--- src/rtl/fetch_stage_if.sv ---
// ============================================================================
//  fetch_stage_if
//  Instruction-memory, decode and redirect signals of the fetch stage.
//  Optional port: perf_stall_cycles when FETCH_PERF_EN is defined.
//  Revision: 1.0
// ============================================================================
`default_nettype none

interface fetch_stage_if;
  logic        imem_req;
  logic [15:0] imem_addr;
  logic [15:0] imem_rdata;
  logic        imem_valid;
  logic        stall;
  logic        redirect_valid;
  logic [15:0] redirect_pc;
  logic        ifid_valid;
  logic [15:0] ifid_instr;
  logic [15:0] ifid_pc;
`ifdef FETCH_PERF_EN
  logic [15:0] perf_stall_cycles;
`endif

  modport master (
    output imem_req,
    output imem_addr,
    input  imem_rdata,
    input  imem_valid,
    input  stall,
    input  redirect_valid,
    input  redirect_pc,
    output ifid_valid,
    output ifid_instr,
`ifdef FETCH_PERF_EN
    output perf_stall_cycles,
`endif
    output ifid_pc
  );

  modport slave (
    input  imem_req,
    input  imem_addr,
    output imem_rdata,
    output imem_valid,
    output stall,
    output redirect_valid,
    output redirect_pc,
    input  ifid_valid,
    input  ifid_instr,
`ifdef FETCH_PERF_EN
    input  perf_stall_cycles,
`endif
    input  ifid_pc
  );
endinterface

`default_nettype wire

--- src/rtl/fetch_stage.sv ---
// ============================================================================
//  fetch_stage
//  Program counter, single-outstanding imem fetch and IF/ID register.
//  Optional feature: FETCH_PERF_EN adds a saturating stall-cycle counter.
//  Revision: 1.0
// ============================================================================
`default_nettype none

module fetch_stage #(
  parameter logic [15:0] RESET_PC  = 16'h0000,
  parameter logic [15:0] NOP_INSTR = 16'h0000
) (
  input  wire logic     clk,
  input  wire logic     reset,
  fetch_stage_if.master bus
);

  typedef enum logic [1:0] {
    START = 2'd0,
    BUSY  = 2'd1,
    HOLD  = 2'd2,
    DROP  = 2'd3
  } state_t;

  state_t      state, state_next;
  logic [15:0] pc, pc_next, pc_inc;
  logic [15:0] hold_instr, hold_instr_next;
  logic [15:0] hold_pc, hold_pc_next;
  logic        ifid_valid, ifid_valid_next;
  logic [15:0] ifid_instr, ifid_instr_next;
  logic [15:0] ifid_pc, ifid_pc_next;
  logic        accept;
  logic        req;
  logic [15:0] addr;

  assign accept = !ifid_valid || !bus.stall;
  assign pc_inc = pc + 16'd1;

  always_comb begin
    state_next      = state;
    pc_next         = pc;
    hold_instr_next = hold_instr;
    hold_pc_next    = hold_pc;
    ifid_valid_next = ifid_valid;
    ifid_instr_next = ifid_instr;
    ifid_pc_next    = ifid_pc;
    req             = 1'b0;
    addr            = pc;

    if (bus.redirect_valid) begin
      pc_next         = bus.redirect_pc;
      ifid_valid_next = 1'b0;
      ifid_instr_next = NOP_INSTR;
      hold_instr_next = 16'h0000;
      hold_pc_next    = 16'h0000;
      // A response still in flight must be swallowed before refetching
      if ((state == BUSY || state == DROP) && !bus.imem_valid)
        state_next = DROP;
      else
        state_next = START;
    end else begin
      // Decode took the word (or slot was empty); overridden when a new word lands
      if (accept) begin
        ifid_valid_next = 1'b0;
        ifid_instr_next = NOP_INSTR;
      end
      case (state)
        START: begin
          req        = 1'b1;
          state_next = BUSY;
        end
        BUSY: begin
          if (bus.imem_valid) begin
            pc_next = pc_inc;
            if (accept) begin
              ifid_valid_next = 1'b1;
              ifid_instr_next = bus.imem_rdata;
              ifid_pc_next    = pc;
              req             = 1'b1;
              addr            = pc_inc;
            end else begin
              hold_instr_next = bus.imem_rdata;
              hold_pc_next    = pc;
              state_next      = HOLD;
            end
          end
        end
        HOLD: begin
          if (accept) begin
            ifid_valid_next = 1'b1;
            ifid_instr_next = hold_instr;
            ifid_pc_next    = hold_pc;
            req             = 1'b1;
            state_next      = BUSY;
          end
        end
        DROP: begin
          if (bus.imem_valid)
            state_next = START;
        end
        default: state_next = START;
      endcase
    end
  end

  always_ff @(posedge clk) begin
    if (reset) begin
      state      <= START;
      pc         <= RESET_PC;
      hold_instr <= 16'h0000;
      hold_pc    <= 16'h0000;
      ifid_valid <= 1'b0;
      ifid_instr <= NOP_INSTR;
      ifid_pc    <= 16'h0000;
    end else begin
      state      <= state_next;
      pc         <= pc_next;
      hold_instr <= hold_instr_next;
      hold_pc    <= hold_pc_next;
      ifid_valid <= ifid_valid_next;
      ifid_instr <= ifid_instr_next;
      ifid_pc    <= ifid_pc_next;
    end
  end

  assign bus.imem_req   = req && !reset;
  assign bus.imem_addr  = addr;
  assign bus.ifid_valid = ifid_valid;
  assign bus.ifid_instr = ifid_instr;
  assign bus.ifid_pc    = ifid_pc;

`ifdef FETCH_PERF_EN
  logic [15:0] perf_cnt;

  always_ff @(posedge clk) begin
    if (reset)
      perf_cnt <= 16'h0000;
    else if (((ifid_valid && bus.stall) || state == HOLD) && perf_cnt != 16'hFFFF)
      perf_cnt <= perf_cnt + 16'd1;
  end

  assign bus.perf_stall_cycles = perf_cnt;
`endif

endmodule

`default_nettype wire
--- src/flat_wrapper.sv ---
// flat-port wrapper written by rule: the top's interface ports become plain ports
module fetch_stage_flat 
#(
  parameter logic [15:0] RESET_PC  = 16'h0000,
  parameter logic [15:0] NOP_INSTR = 16'h0000
)
  (clk, reset, bus_imem_req, bus_imem_addr, bus_imem_rdata, bus_imem_valid, bus_stall, bus_redirect_valid, bus_redirect_pc, bus_ifid_valid, bus_ifid_instr, bus_ifid_pc);
  fetch_stage_if bus_i ();
  input  wire logic clk;
  input  wire logic reset;
  output wire logic [$bits(bus_i.imem_req)-1:0] bus_imem_req;
  output wire logic [$bits(bus_i.imem_addr)-1:0] bus_imem_addr;
  input wire logic [$bits(bus_i.imem_rdata)-1:0] bus_imem_rdata;
  input wire logic [$bits(bus_i.imem_valid)-1:0] bus_imem_valid;
  input wire logic [$bits(bus_i.stall)-1:0] bus_stall;
  input wire logic [$bits(bus_i.redirect_valid)-1:0] bus_redirect_valid;
  input wire logic [$bits(bus_i.redirect_pc)-1:0] bus_redirect_pc;
  output wire logic [$bits(bus_i.ifid_valid)-1:0] bus_ifid_valid;
  output wire logic [$bits(bus_i.ifid_instr)-1:0] bus_ifid_instr;
  output wire logic [$bits(bus_i.ifid_pc)-1:0] bus_ifid_pc;
  assign bus_imem_req = bus_i.imem_req;
  assign bus_imem_addr = bus_i.imem_addr;
  assign bus_i.imem_rdata = bus_imem_rdata;
  assign bus_i.imem_valid = bus_imem_valid;
  assign bus_i.stall = bus_stall;
  assign bus_i.redirect_valid = bus_redirect_valid;
  assign bus_i.redirect_pc = bus_redirect_pc;
  assign bus_ifid_valid = bus_i.ifid_valid;
  assign bus_ifid_instr = bus_i.ifid_instr;
  assign bus_ifid_pc = bus_i.ifid_pc;
  fetch_stage #(.RESET_PC(RESET_PC), .NOP_INSTR(NOP_INSTR)) u_core (.clk(clk), .reset(reset), .bus(bus_i));
endmodule
--- config.mk ---
export PLATFORM = sky130hd
export DESIGN_NAME = fetch_stage_flat
export DESIGN_NICKNAME = d
export VERILOG_FILES = /design/src/rtl/fetch_stage_if.sv /design/src/rtl/fetch_stage.sv /design/src/flat_wrapper.sv
export SDC_FILE = /design/constraint.sdc
export NUM_CORES = 1
export LEC_CHECK = 0
export ABC_AREA = 1
export BUFFER_PORTS_ARGS = -buffer_cell sky130_fd_sc_hd__buf_4
export CORE_UTILIZATION = 49
export DETAILED_ROUTE_END_ITERATION = 7
export PLACE_DENSITY = 0.78
export SYNTH_ARGS = -nofsm -noshare
export SYNTH_HDL_FRONTEND = slang
export SYNTH_SLANG_ARGS = --single-unit
--- constraint.sdc ---
create_clock -name clk -period 1.7 [get_ports clk]
set_input_delay 0.085 -clock clk [delete_from_list [all_inputs] [get_ports clk]]
set_output_delay 0.085 -clock clk [all_outputs]
set_load 0.1 [all_outputs]
==> results of run 1 <==
## layer usage
layer | vias up | wire length [microns] | track usage (%)
met1 | 2202 | 5600 | 39.7
met3 | 53 | 1130 | 5.93
met4 | 0 | 512 | 11.4
met2 | 266 | 6610 | 47.9
met5 | - | 0 | 0
li1 | 2218 | - | -
## sequential cells by signal (all words and copies together) (netlist names)
name	flops
u_core.bus.ifid_pc	16
u_core.bus.ifid_valid	1
u_core.hold_pc	16
u_core.hold_instr	16
u_core.pc	16
u_core.state	2
u_core.bus.ifid_instr	16
## Yosys cell counts (2+ instances only)
master      n
nand2_2     2
nand4_1     5
clkbuf_1   14
inv_1      68
ha_1        6
buf_1       2
a21oi_1    62
a211oi_1    4
a31oi_1     8
nor2_1     33
dfxtp_1    83
nand3_1    27
nor3_1      3
xor2_1     11
buf_2      15
nand2_1   140
nor2_2      5
o21ai_0    93
inv_2       6
## cell families after synthesis
| logic type | after synthesis |
|---|---|
| buffers and inverters | 106 |
| flip-flops | 83 |
| AND/OR/NAND/NOR | 219 |
| adder cells (fa/ha/maj) | 6 |
| AO/OA/AOI/OAI | 174 |
| XOR/XNOR | 11 |
## placed cells by master, fill, tap and decap left out, types with 2 or more instances in the layout
cell type and instances:
inv_4 3, buf_12 22, dlygate4sd3_1 12, o21ai_2 3, o21ai_0 79, nor2_1 27, a211oi_1 4, nand2_4 7
nand3_4 4, dfxtp_1 70, dfxtp_2 10, nand3_1 24, nor2_2 3, o21ai_4 11, ha_4 3, nand4_1 5
nor3_1 3, inv_1 62, a21oi_1 62, nor2_4 9, xor2_4 9, clkbuf_1 2, inv_2 8, nand2_1 123
clkbuf_8 10, dfxtp_4 3, a31oi_1 8, buf_6 12, clkbuf_16 2, clkinvlp_4 2, nand2_2 12, buf_4 109
ha_1 3
## path summary, 6_finish.rpt
| check | end | slack [ns] | cells after the start |
|---|---|---|---|
| max | bus_imem_addr[13] | -0.39 | 9 |
| min reg2reg | u_core.bus.ifid_pc[12]$_SDFFE_PP0P_ | 0.45 | 2 |
| min | u_core.pc[8]$_SDFFE_PP0P_ | -0.002 | 3 |
| max reg2reg | u_core.bus.ifid_pc[12]$_SDFFE_PP0P_ | 0.04 | 9 |
## worst register-to-register path: cells and delay by family, from the launching register on
kind	cells	cell delay [ns]
buffers and inverters	4	0.52
AND/OR/NAND/NOR	1	0.14
flip-flops	1	0.35
AO/OA/AOI/OAI	3	0.39
adder cells (fa/ha/maj)	1	0.16
## what timing repair did
item	4_1_cts	5_1_grt
hold buffers	12	0
setup endpoints to repair	18	55
cloned	1	2
endpoints found under the hold margin	12	0
resized for setup	86	52
buffers inserted	11	7
pin swaps	17	17
## final cells by class
type | count | area share (%)
well taps | 102 | 1.98
repair buffers | 158 | 24.8
clock buffers | 12 | 2.26
multi-input cells | 410 | 39.4
clock inverters | 4 | 0.758
flip-flops and latches | 83 | 26.2
inverters | 75 | 4.59
## power groups by stage
stage	Combinational, mW	Sequential (mW)	Clock [mW]
after global routing	1.51	2.06	1.53
after CTS	1.34	2.05	1.43
after global placement	1.16	2.09	0
after floorplan	0.587	2.34	0
after detailed placement	1.18	2.09	0
final	1.44	2.06	1.43
==> results.sh, run 1 <==
export IMPL_status="complete, but fails checks"
export IMPL_violations="hold timing, setup timing"
export IMPL_cts_tree="built"
export IMPL_drv_cap=0
export IMPL_setup_violations=17
export IMPL_initial_core_util_pct=51.8
export IMPL_placed_area_sq_mm=0.00541
export IMPL_final_layout_size_suffix_gt1_share_pct=33.6
export IMPL_vias=4739
export IMPL_ys_ff_latch=83
export IMPL_insertion_delay_ns=0.36
export IMPL_portBuffers=86
export IMPL_synth_cell_types=31
export IMPL_fp_row_count=32
export IMPL_vdd_drop_max_uv=512
export IMPL_hp_class="input port to flop"
export IMPL_die_w_microns=93.3
export IMPL_seq_power_share_pct=41.7
export IMPL_core_sq_mm=0.00789
export IMPL_clock_sinks=83
export IMPL_grt_max_degree=33
export IMPL_p_clk_share_pct=29.0
export IMPL_synth_fa_ha_area_share_pct=1.84
export IMPL_syn2layout_area_growth_pct=57.4
export IMPL_final_nets=780
export IMPL_synth_simple_area_share_pct=22.6
export IMPL_synth_cells=599
export IMPL_seq_area_frac_synth_pct=40.7
export IMPL_synth_compound_area_share_pct=22.4
export IMPL_synth_top_area_cell="dfxtp_1"
export IMPL_num_io_pins=87
export IMPL_drt_pass1_iterations=5
export IMPL_crit_chain="inv_2 > ha_4 > nand2_4 > nor2_4 > inv_4 > nor2_8 > nand4_1 > xor2_4 > buf_12"
export IMPL_wire_per_inst_microns=16.4
export IMPL_grt_pass1_wl_microns=20500
export IMPL_min_from="bus_redirect_pc[8]"
export IMPL_ant_nets=0
export IMPL_cts_buffer_depth=2
export IMPL_rsz0062_at_grt="yes"
export IMPL_instances_no_fill=844
export IMPL_power_switching_mw=1.71
export IMPL_crit_start="u_core.state[1]$_SDFFE_PP0P_"
export IMPL_crit_buf_inv=3
export IMPL_cp_start_kind="flop"
export IMPL_clockRootBuffer="clkbuf_8"
export IMPL_syn_nets=642
export IMPL_gp_congestion=0.910
export IMPL_setup_slack_ns=-0.386
export IMPL_die_h_microns=93.3
export IMPL_num_antenna_cells=0
export IMPL_regArea_sq_mm=0.00169
export IMPL_async_flop_share_pct=0
export IMPL_synth_area_leaders="dfxtp_1 (41%), nand2_1 (13%), o21ai_0 (11%)"
export IMPL_synth_edff_count=0
export IMPL_p_per_area_mw_per_mm2=767
export IMPL_synth_top_area_share_pct=40.7
export IMPL_critical_path_class="flop to output port"
export IMPL_syn_mean_instance_area_sq_um=6.82
export IMPL_switching_share_pct=34.6
export IMPL_final_core_util_pct=81.6
export IMPL_leakage_nw=2.75
export IMPL_dp_hpwl_microns=8340
export IMPL_drt_iter0_drc=449
export IMPL_wl_microns=13800
export IMPL_place_ws_ns=-0.0781
export IMPL_grt_pass1_vias=4286
export IMPL_fin_skew_ns=0.0107
export IMPL_dp_cells=798
export IMPL_yosys_most_used_dff="dfxtp_1"
export IMPL_power_frac_comb_pct=29.3
export IMPL_antenna_found_initial=0
export IMPL_period_share_pct=123
export IMPL_whs_ns=-0.00163
export IMPL_yosys_mux_area_fraction_pct=0
export IMPL_reg2reg_from="u_core.state[1]$_SDFFE_PP0P_"
export IMPL_slew_viol_final=0
export IMPL_relSlewSlack_pct=63.1
export IMPL_p_int_mw=3.22
export IMPL_cts_made_buffers=9
export IMPL_multi_input_area_sq_mm=0.00253
export IMPL_tns_ns=-5.32
export IMPL_vias_per_cell=5.61
export IMPL_drc=0
export IMPL_tightest_slew_ns=0.554
export IMPL_syn_area_sq_mm=0.00409
export IMPL_synth_top_family_by_area="simple AND/OR/NAND/NOR gates"
export IMPL_crit_family="simple AND/OR/NAND/NOR gates"
export IMPL_crit_fanout=8
export IMPL_ys_warn_count=0
export IMPL_design_area_sq_mm=0.00643
export IMPL_slowest_stage="dfxtp_2"
export IMPL_setup_worst_path_end_class="output port"
export IMPL_cp_slowest_stage_delay_ns=0.33
export IMPL_fmax_mhz=479
export IMPL_worstPathRequired_ns=1.62
export IMPL_arrival_ns=2.00
export IMPL_cts_htree_levels=3
export IMPL_gr_total_overflow=0
export IMPL_finalPower_mw=4.93
export IMPL_path_clk_slew_ns=0.08
export IMPL_fill_cells=456
export IMPL_die_area_sq_mm=0.00871
export IMPL_finalHoldViolCount=1
export IMPL_synthXorXnorAreaFrac_pct=2.36
export IMPL_grt_use_total_pct=29.9
export IMPL_post_route_min_period_ns=2.09
No activity file was read; power rests on OpenSTA's default activity.
==> run 2: changes to the inputs <==
--- a/config.mk
+++ b/config.mk
@@ -11,4 +11,5 @@
 export DETAILED_ROUTE_END_ITERATION = 7
 export PLACE_DENSITY = 0.78
+export SKIP_CTS_REPAIR_TIMING = 1
 export SYNTH_ARGS = -nofsm -noshare
 export SYNTH_HDL_FRONTEND = slang
==> constraint.sdc (replaced) <==
create_clock -name clk -period 1.7 [get_ports clk]
set_input_delay 0.085 -clock clk [delete_from_list [all_inputs] [get_ports clk]]
set_output_delay 0.085 -clock clk [all_outputs]
set_load 0.005 [all_outputs]
==> run 2 against run 1 <==
- the flow still finishes with violations (hold timing, setup timing)
- combinational power is 43% lower
- hold slack worse by 0.018 ns
- clock power fell by 5%
- global-route usage down 4.5 points
- critical endpoint unchanged
- largest cell class unchanged
==> results.sh, run 2 (synthesis gave the netlist of run 1 again) <==
export IMPL_insertion_delay_ns=0.37
export IMPL_num_io_pins=87
export IMPL_cts_made_buffers=9
export IMPL_p_per_area_mw_per_mm2=736
export IMPL_status="complete, but fails checks"
export IMPL_crit_chain="inv_4 > ha_4 > nand2_8 > nor2_4 > inv_4 > nor2_8 > nand4_1 > xor2_1 > buf_4"
export IMPL_drv_cap=0
export IMPL_final_cell_mix="nand2_1 (136), buf_4 (117), dfxtp_1 (80)"
export IMPL_hp_class="input port to flop"
export IMPL_drt_pass1_iterations=6
export IMPL_grt_pass1_vias=3728
export IMPL_cts_buffer_depth=2
export IMPL_die_area_sq_mm=0.00871
export IMPL_clockRootBuffer="clkbuf_8"
export IMPL_vdd_drop_max_uv=400
export IMPL_clock_sinks=83
export IMPL_slew_viol_final=0
export IMPL_ant_nets=0
export IMPL_num_antenna_cells=0
export IMPL_whs_ns=-0.0199
export IMPL_initial_core_util_pct=51.8
export IMPL_finalHoldViolCount=8
export IMPL_grt_pass1_wl_microns=17400
export IMPL_fin_skew_ns=0.0130
export IMPL_vias=4674
export IMPL_vias_per_cell=5.62
export IMPL_setup_slack_ns=-0.363
export IMPL_rsz0062_at_grt="yes"
export IMPL_fmax_mhz=485
export IMPL_timing_rr_end="u_core.bus.ifid_pc[2]$_SDFFE_PP0P_"
export IMPL_period_share_pct=121
export IMPL_final_core_util_pct=73.0
export IMPL_setup_worst_path_end_class="output port"
export IMPL_arrival_ns=1.98
export IMPL_crit_fanout=6
export IMPL_die_h_microns=93.3
export IMPL_gr_total_overflow=0
export IMPL_design_area_sq_mm=0.00575
export IMPL_rr_worst_depth=10
export IMPL_place_ws_ns=-0.0531
export IMPL_placed_area_sq_mm=0.00495
export IMPL_hold_depth=3
export IMPL_final_common_cell="nand2_1"
export IMPL_cp_start_kind="flop"
export IMPL_path_clk_slew_ns=0.09
export IMPL_reg2reg_from="u_core.state[1]$_SDFFE_PP0P_"
export IMPL_min_from="bus_imem_rdata[6]"
export IMPL_syn2layout_area_growth_pct=40.8
export IMPL_leakage_nw=2.52
export IMPL_fp_row_count=32
export IMPL_cts_tree="built"
export IMPL_cp_common_cell="inv_4"
export IMPL_cts_htree_levels=3
export IMPL_dp_hpwl_microns=7930
export IMPL_holdPathEnd="u_core.hold_instr[6]$_SDFFE_PP0P_"
export IMPL_setup_violations=38
export IMPL_crit_family="simple AND/OR/NAND/NOR gates"
export IMPL_wl_microns=13200
export IMPL_drc=0
export IMPL_slowest_stage="dfxtp_4"
export IMPL_drt_iter0_drc=340
export IMPL_grt_use_total_pct=25.5
export IMPL_tightest_slew_ns=0.555
export IMPL_gp_congestion=0.914
export IMPL_critical_path_class="flop to output port"
export IMPL_antenna_found_initial=0
export IMPL_grt_max_degree=47
export IMPL_die_w_microns=93.3
export IMPL_r2r_setup_slack_ns=-0.06
export IMPL_core_sq_mm=0.00789
export IMPL_cp_slowest_stage_delay_ns=0.37
export IMPL_post_route_min_period_ns=2.06
export IMPL_final_nets=767
export IMPL_worstPathRequired_ns=1.62
export IMPL_crit_buf_inv=3
export IMPL_violations="hold timing, setup timing"
export IMPL_portBuffers=86
export IMPL_relSlewSlack_pct=63.0
export IMPL_wire_per_inst_microns=15.9
export IMPL_finalPower_mw=4.23
export IMPL_final_layout_size_suffix_gt1_share_pct=27.4
[run 2: worst register-to-register path: stages (launching register included)]
cell,delay (ns)
dfxtp_4,0.37
inv_4,0.06
ha_4,0.17
nand2_8,0.06
buf_4,0.14
buf_4,0.14
o21ai_0,0.11
nand3_2,0.18
buf_6,0.16
clkbuf_16,0.16
a21oi_1,0.15
[run 2: power by group]
group / switching [mW] / internal (mW)
Clock: 0.801 / 0.556
Sequential: 0.0481 / 2.01
Combinational: 0.452 / 0.370
Total: 1.30 / 2.93
[run 2: how the worst max path moves through the flow]
stage | start | endpoint | slack, ns | cells after the start
floorplan | u_core.state[0]$_SDFFE_PP0P_ | u_core.bus.ifid_instr[10]$_SDFF_PP0_ | 0.07 | 7
global placement | u_core.state[0]$_SDFFE_PP0P_ | bus_imem_req | 0.05 | 8
detailed placement | u_core.state[0]$_SDFFE_PP0P_ | u_core.bus.ifid_pc[10]$_SDFFE_PP0P_ | -0.05 | 8
CTS | u_core.state[0]$_SDFFE_PP0P_ | bus_imem_req | -0.40 | 8
global route | u_core.state[1]$_SDFFE_PP0P_ | bus_imem_addr[13] | -0.42 | 9
finish | u_core.state[1]$_SDFFE_PP0P_ | bus_imem_addr[13] | -0.36 | 9
[run 2: area by class of cell]
class | instances | area, sq um
clock buffer | 9 | 124
clock inverter | 7 | 60.1
fill | 600 | 2130
inverter | 75 | 295
multi-input combinational | 410 | 2180
sequential | 83 | 1670
tap | 102 | 128
timing repair buffer | 144 | 1290
timing repair inverter | 1 | 7.51
[run 2: per-layer routing]
| layer | vias to the layer above | part of all wire, % | global-route usage (%) |
|---|---|---|---|
| li1 | 2204 | - | - |
| met1 | 2158 | 41 | 35.2 |
| met2 | 266 | 48 | 39.6 |
| met3 | 46 | 8.6 | 4.72 |
| met4 | 0 | 3.1 | 9.10 |
| met5 | - | 0 | 0 |
[run 2: per-stage QoR]
step | setup TNS [ns] | instances
2_1_floorplan | 0 | 599
6_report | -5.42 | 831
3_5_place_dp | -0.124 | 779
4_1_cts | -6.38 | 795
5_1_grt | -8.22 | 831
3_3_place_gp | 0 | 779
==> run 3: changes to the inputs <==
CORE_UTILIZATION = 59   (was 49)
PLACE_DENSITY = 0.87   (was 0.78)
clock period = 2.6 ns   (was 1.7 ns; I/O delays follow)
==> run 3 against run 2 <==
- largest cell class unchanged
- critical endpoint is now bus_imem_addr[4]
- routed wire length down 18%
- register-to-register slack improved by 0.47 ns
- via count decreased by 8.5%
- the flow finishes with violations (hold timing)
- hold slack better by 0.016 ns
==> results.sh, run 3 (synthesis gave the netlist of run 1 again) <==
export IMPL_grt_max_degree=48
export IMPL_final_nets=723
export IMPL_hp_class="input port to flop"
export IMPL_worstPathRequired_ns=2.47
export IMPL_post_route_min_period_ns=2.41
export IMPL_grtUsageMet2_pct=52.1
export IMPL_cp_start_kind="flop"
export IMPL_p_per_area_mw_per_mm2=543
export IMPL_tns_ns=0
export IMPL_violations="hold timing"
export IMPL_final_cell_mix="nand2_1 (140), buf_4 (100), o21ai_0 (93)"
export IMPL_cts_htree_levels=3
export IMPL_arrival_ns=2.28
export IMPL_vias_per_cell=5.61
export IMPL_gr_usage_met3_pct=7.20
export IMPL_cts_made_buffers=9
export IMPL_vias=4275
export IMPL_path_clk_slew_ns=0.08
export IMPL_fmax_mhz=415
export IMPL_grt_pass1_wl_microns=17500
export IMPL_clockRootBuffer="clkbuf_8"
export IMPL_period_share_pct=92.8
export IMPL_cts_tree="built"
export IMPL_slew_viol_final=0
export IMPL_rsz0062_at_grt="no"
export IMPL_crit_fanout=10
export IMPL_die_w_microns=85.2
export IMPL_wl_microns=10900
export IMPL_wire_per_inst_microns=14.2
export IMPL_grt_pass1_vias=3857
export IMPL_dp_hpwl_microns=7750
export IMPL_drt_iter0_drc=229
export IMPL_grt_most_used_layer="met2"
export IMPL_die_h_microns=85.2
export IMPL_core_sq_mm=0.00653
export IMPL_status="complete, but fails checks"
export IMPL_drc=0
export IMPL_cts_buffer_depth=2
export IMPL_critical_path_class="flop to output port"
export IMPL_antenna_found_initial=0
export IMPL_fp_row_count=29
export IMPL_final_common_cell="nand2_1"
export IMPL_grt_use_met1_pct=38.3
export IMPL_vdd_drop_max_uv=398
export IMPL_num_io_pins=87
export IMPL_ant_nets=0
export IMPL_gp_congestion=0.960
export IMPL_portBuffers=86
export IMPL_setup_worst_path_end_class="output port"
export IMPL_syn2layout_area_growth_pct=22.8
export IMPL_gr_total_overflow=0
export IMPL_whs_ns=-0.00416
export IMPL_relSlewSlack_pct=51.5
export IMPL_finalHoldViolCount=2
export IMPL_final_layout_size_suffix_gt1_share_pct=19.3
export IMPL_drv_cap=0
export IMPL_tightest_slew_ns=0.725
export IMPL_insertion_delay_ns=0.36
export IMPL_instances_no_fill=762
export IMPL_clock_sinks=83
export IMPL_dp_cells=740
export IMPL_drt_pass1_iterations=6
export IMPL_leakage_nw=2.22
export IMPL_die_area_sq_mm=0.00726
export IMPL_fin_skew_ns=0.00729
export IMPL_grt_use_total_pct=31.0
export IMPL_setup_violations=0
export IMPL_initial_core_util_pct=62.6
export IMPL_num_antenna_cells=0
==> run 3: routing by layer <==
layer | part of all wire, % | wire length [microns]
met5 | 0 | 0
met4 | 1.9 | 209
met3 | 7.5 | 813
met2 | 49 | 5290
met1 | 42 | 4540
==> run 3: critical path: stages (launching register included) <==
cell and delay (ns):
dfxtp_1 0.35, inv_1 0.10, ha_1 0.25, nand2_2 0.16, nor2_4 0.15, inv_2 0.11, nor2_8 0.21, inv_2 0.10
nor2_2 0.10, xor2_1 0.23, buf_4 0.15
==> run 3: area by class of cell <==
cell class                 count  area [sq um]
sequential                    83          1660
tap                           77          96.3
inverter                      75           282
multi-input combinational    410          2010
fill                         519          1510
timing repair buffer         101           761
clock inverter                 4          56.3
clock buffer                  12           155
==> run 3: path summary, 6_finish.rpt <==
kind | startpoint | endpoint | slack, ns | cells after the start
worst max-delay path | u_core.state[1]$_SDFFE_PP0P_ | bus_imem_addr[4] | 0.19 | 10
worst min-delay path | bus_imem_rdata[10] | u_core.hold_instr[10]$_SDFFE_PP0P_ | -0.004 | 3
worst max register to register | u_core.state[0]$_SDFFE_PP0P_ | u_core.bus.ifid_instr[2]$_SDFF_PP0_ | 0.41 | 5
worst min register to register | u_core.bus.ifid_pc[6]$_SDFFE_PP0P_ | u_core.bus.ifid_pc[6]$_SDFFE_PP0P_ | 0.45 | 2
==> run 3: metrics by stage <==
step                      power (mW)  instance area [sq um]  hold slack, ns  utilization [%]  setup WS, ns
after detailed placement        1.76                   4760           0.373             72.9         0.495
after CTS                       2.71                   4970        -0.00643             76.1         0.186
after global placement          1.74                   4760           0.366             72.9         0.656
final                           2.72                   5020        -0.00416             76.9         0.188
after floorplan                 1.59                   4090           0.265                -         0.975
after global routing            2.83                   5020         0.00849             76.9        0.0663
==> run 3: power breakdown <==
group	internal (mW)	leakage (nW)	total (mW)	switching, mW
clock network	0.504	0.107	0.982	0.479
registers	1.31	0.673	1.34	0.0330
logic	0.160	1.43	0.397	0.237
total	1.98	2.22	2.72	0.748
